===== config.mk =====
export PLATFORM = sky130hd
export DESIGN_NAME = mul_ctrl
export DESIGN_NICKNAME = d
export VERILOG_FILES = /design/src/rtl/mul_ctrl.sv
export SDC_FILE = /design/constraint.sdc
export NUM_CORES = 1
export LEC_CHECK = 0
export BUFFER_PORTS_ARGS = -buffer_cell sky130_fd_sc_hd__buf_2
export CAP_MARGIN = 30
export CORE_ASPECT_RATIO = 0.9
export CORE_MARGIN = 4
export CORE_UTILIZATION = 40
export CTS_CLUSTER_DIAMETER = 200
export CTS_CLUSTER_SIZE = 10
export DETAILED_ROUTE_END_ITERATION = 8
export PLACE_DENSITY = 0.7
export SLEW_MARGIN = 20
export SYNTH_ARGS = -nofsm -noshare
export SYNTH_HDL_FRONTEND = slang
export SYNTH_SLANG_ARGS = --single-unit

===== constraint.sdc =====
create_clock -name clk -period 13.69 [get_ports clk]
set_input_delay 2.738 -clock clk [delete_from_list [all_inputs] [get_ports clk]]
set_output_delay 2.738 -clock clk [all_outputs]
set_load 0.03 [all_outputs]

===== src/rtl/mul_ctrl.sv =====
// mul_ctrl: sequences one multi-cycle multiply through an external multiplier,
// holds its operands stable while it runs, and owns the HI/LO result
// registers. These registers are also written by mthi/mtlo moves.
module mul_ctrl (
  input  logic        clk,
  input  logic        rst,
  input  logic        ex_mul_req,
  input  logic        ex_mul_signed,
  input  logic [31:0] ex_src1,
  input  logic [31:0] ex_src2,
  input  logic        ex_hi_we,
  input  logic        ex_lo_we,
  input  logic [31:0] ex_hilo_wdata,
  output logic        mul_start_o,
  output logic        mul_signed_o,
  output logic [31:0] mul_op1_o,
  output logic [31:0] mul_op2_o,
  input  logic [63:0] mul_result_i,
  input  logic        mul_ready_i,
  output logic        stallreq_o,
  output logic [31:0] hi_o,
  output logic [31:0] lo_o
);

  typedef enum logic [1:0] {
    IDLE = 2'd0,
    BUSY = 2'd1,
    DONE = 2'd2
  } state_t;

  state_t      state_reg;
  state_t      state_next;
  logic        op_load;
  logic        hi_load;
  logic        lo_load;
  logic [31:0] hi_next;
  logic [31:0] lo_next;
  logic [31:0] op1_reg;
  logic [31:0] op2_reg;
  logic        signed_reg;
  logic [31:0] hi_reg;
  logic [31:0] lo_reg;

  // State register; reset abandons any multiply in flight.
  always_ff @(posedge clk or posedge rst) begin
    if (rst) begin
      state_reg <= IDLE;
    end else begin
      state_reg <= state_next;
    end
  end

  // Next state, stall request and HI/LO write selection.
  // Moves are only honoured when no multiply is being launched or running.
  always_comb begin
    state_next = state_reg;
    op_load    = 1'b0;
    hi_load    = 1'b0;
    lo_load    = 1'b0;
    hi_next    = hi_reg;
    lo_next    = lo_reg;
    stallreq_o = 1'b0;
    case (state_reg)
      IDLE: begin
        if (ex_mul_req) begin
          stallreq_o = 1'b1;
          op_load    = 1'b1;
          state_next = BUSY;
        end else begin
          hi_load = ex_hi_we;
          lo_load = ex_lo_we;
          hi_next = ex_hilo_wdata;
          lo_next = ex_hilo_wdata;
        end
      end
      BUSY: begin
        stallreq_o = 1'b1;
        if (mul_ready_i) begin
          hi_load    = 1'b1;
          lo_load    = 1'b1;
          hi_next    = mul_result_i[63:32];
          lo_next    = mul_result_i[31:0];
          state_next = DONE;
        end
      end
      DONE: begin
        // The finished instruction is still in EX; its request is ignored.
        hi_load    = ex_hi_we;
        lo_load    = ex_lo_we;
        hi_next    = ex_hilo_wdata;
        lo_next    = ex_hilo_wdata;
        state_next = IDLE;
      end
      default: begin
        state_next = IDLE;
      end
    endcase
  end

  // Operand capture at launch; held untouched until the next launch.
  always_ff @(posedge clk or posedge rst) begin
    if (rst) begin
      op1_reg    <= 32'd0;
      op2_reg    <= 32'd0;
      signed_reg <= 1'b0;
    end else if (op_load) begin
      op1_reg    <= ex_src1;
      op2_reg    <= ex_src2;
      signed_reg <= ex_mul_signed;
    end
  end

  // HI/LO architectural registers.
  always_ff @(posedge clk or posedge rst) begin
    if (rst) begin
      hi_reg <= 32'd0;
      lo_reg <= 32'd0;
    end else begin
      if (hi_load) begin
        hi_reg <= hi_next;
      end
      if (lo_load) begin
        lo_reg <= lo_next;
      end
    end
  end

  // Start is a pure decode of the state register.
  assign mul_start_o  = (state_reg == BUSY);
  assign mul_signed_o = signed_reg;
  assign mul_op1_o    = op1_reg;
  assign mul_op2_o    = op2_reg;
  assign hi_o         = hi_reg;
  assign lo_o         = lo_reg;

endmodule

# Word level (Yosys, flattened, before mapping)
# Index checks and enable logic that the tools add are counted.
# W data, S select, Z words.
[op_classes]
eq_ne = 5
n_mux = 16
reduce_logical = 5
[op_table]
columns = ["op", "n"]
rows = [
  ["$pmux W32 S3", 2],
  ["$mux W32", 3],
  ["$reduce_and A4 Y1", 2],
  ["$pmux W1 S3", 2],
  ["$mux W1", 5],
  ["$mux W2", 2],
  ["$ne A2 B2 Y1 const B", 2],
  ["$pmux W2 S2", 1],
  ["$reduce_bool A3 Y1", 1],
  ["$eq A2 B1 Y1 const B", 1],
  ["$eq A2 B2 Y1 const B", 1],
  ["$logic_not A2 Y1", 1],
  ["$ne A2 B1 Y1 const B", 1],
  ["$pmux W1 S2", 1],
  ["$reduce_and A2 Y1", 1],
]
[word_totals]
regBits = 131
input_bits = 167
out_inout_bits = 131
wordCells = 32

# Longest topological paths before layout
[logic_depth]
depth_word = 3
ltp_mapped = 5
depth_no_buf = 3

# Worst setup path before layout
# OpenSTA, ideal clock, no wires.
[synth_path]
path_kind = "input -> output"
startpoint = "input ex_mul_req"
endpoint = "output stallreq_o"
t_arrival_ns = 3.167
t_required_ns = 10.952
setup_slack_ns = 7.785
cell_stages = 2
n_path_buf = 0
cell_sequence = "nor2_1 -> nor2_1"
[synth_via]
elab_chain_cells = 2
[synth_lines]
columns = ["element", "line", "text"]
rows = [
  ["from (decl)", "7", "input logic ex_mul_req,"],
  ["$mux W1", "65", "if (ex_mul_req) begin"],
  ["$pmux W1 S2", "63", "case (state_reg)"],
  ["to (decl)", "20", "output logic stallreq_o,"],
]
# Every way passes these cells.

# Final worst setup path
# Same ends and word-level chain as after synthesis.

==> flow_summary.toml <==
[floorplanning]
dieHeight_um = 121
core-area_sq_um = 14000
pin_count = 298
initial_utilization_pct = 40.7
die_w_um = 134
row_count = 41
die_area_sq_um = 16200

[route]
drt-initial-drc-count = 95
dr.pass1.iters = 4
routed_wl_um = 14200
antenna_left = 0
viasPerCell = 4.61
num_vias = 3993
post_drt_wl_per_cell_um = 16.4
remaining_drc_errors = 0

[cells_and_area]
area_delta_synth_final_pct = 41.9
nets = 827
nFillCells = 1149
multi_input_area_sq_um = 2270
final_common_cell = "buf_2"
mostFrequentLayoutCells = "buf_2, mux2_1, dfrtp_1, mux2_2, clkbuf_16"
diodes = 0
final-seq-area_sq_um = 3280
drive_gt1_share_pct = 58.1

[global_routing]
gr-usage-all-layers_pct = 18.2
grt_pass1_wl_um = 23000
grt_max_degree = 80
grt_pass1_vias = 4427
gr-total-overflow = 0
grt_antenna_before_repair = 1

[critical_path]
worstPathArrival_ps = 3130
worst_ep_required_time_ps = 10950
startpoint_type = "primary input"
worst-path-max-fanout = 2
critPathKind = "in2out"
cp-end-kind = "primary output"

[clock_tree]
postCtsHoldBufs = 0
cts.clk_slew.worst_paths_ps = 60
clock_tree.root_cell = "clkbuf_16"
clkLatencyLatePin_ps = 410
cts_max_path_buffers = 2
post_cts_resize_count = 0
post_cts_buffers = 0
htree_num_levels = 4
cts_tree = "yes"
cts.sinks = 131
numCtsBuffers = 17

[run]
max_cap_violations = 0

[outcome]
status = "completed"

[place]
portBuffers = 297
place_congestion = 0.798
hpwl_um = 10900

[sta]
max_freq_ghz = 0.170
fin_crit_sh_pct = 42.9
layout_min_cycle_time_ps = 5870
setup_viol = 0
drv_slew = 0
finalHoldViolCount = 0
skew_ps = 10.7
whs_ps = 475
rsz0062_at_grt = "no"
worstMarginPinSlew_ps = 838
relSlewSlack_pct = 44.1
fin_setup_tns_ps = 0

[logic_synthesis]
postSynthCellCount = 358
synth_area_sq_um = 5680
avgSynthCellArea_sq_um = 15.9
ys_seq_area_share_pct = 57.7
synthesis.nets = 525
ys_ff_latch = 131
synth_cell_types = 16
yosysWarningCount = 0

[power_and_ir_drop]
vdd.ir_drop.worst_mv = 0.159
power_density_nw_per_um2 = 256
p_leak_nw = 3.88

[hold_path]
hold_class = "reg2reg"
-- synth_stat cells, drive strengths merged --
master  number  share of area [%]
a21o         1               0.13
and2b        1               0.13
buf         20                2.5
dfrtp      131                 58
inv          3               0.20
mux2       193                 38
nand2b       2               0.22
nand3b       1               0.13
nor2         2               0.13
nor2b        2               0.26
o21ai        2               0.31
-- cell type report --
cell class              instances  share of cell area [%]
clock inverters                13                    2.87
flip-flops and latches        131                    40.7
multi-input cells             204                    28.2
inverters                       3                   0.171
clock buffers                  19                    5.37
repair buffers                303                    19.7
well taps                     193                    3.00
-- critical path, cell delays in order --
cell	delay, ps
buf_2	100
nor2_1	80
nor2_1	40
buf_2	180
-- stage by stage --
stage / instances / power (W) / utilization (%) / setup slack (ps) / instance area, sq um
5_1_grt: 866 / 0.00218 / 57.8 / 7760 / 8060
3_5_place_dp: 833 / 0.00158 / 52.8 / 7820 / 7370
6_report: 866 / 0.00207 / 57.8 / 7820 / 8060
4_1_cts: 865 / 0.00210 / 57.6 / 7820 / 8030
3_3_place_gp: 831 / 0.00155 / 52.4 / 7810 / 7310
2_1_floorplan: 358 / 0.00129 / - / 7450 / 5680
-- routing by layer --
layer,routed length [um],vias up,track usage (%)
met5,13,-,0
met4,208,2,6.43
met3,1520,18,8.04
met2,7180,189,30.6
met1,5310,1903,20.7
li1,-,1881,-
-- kinds of logic after synthesis --
logic type / count (synthesis) / share of synthesized area (%)
simple gates: 8 / 0.881
compound gates: 3 / 0.441
buf+inv: 23 / 2.69
flops: 131 / 57.7
mux: 193 / 38.3
-- where the power goes --
part / switching [W] / internal (W)
clock network: 0.000167 / 0.000342
registers: 0.0000878 / 0.000567
logic: 0.000585 / 0.000319
-- path summary, 6_finish.rpt --
kind                          startpoint             to  slack, ps  cells after the start
setup / recovery              ex_mul_req     stallreq_o       7820                      4
max in group asynchronous            rst        hi_o[4]      10150                      4
hold / removal             mul_op1_o[15]  mul_op1_o[15]        480                      1
min in group asynchronous            rst       lo_o[28]       2410                      2
setup reg to reg            state_reg[1]  mul_op2_o[29]      11520                      4
hold reg to reg            mul_op1_o[15]  mul_op1_o[15]        480                      1
Note: power is estimated with default switching activity, not from simulation.
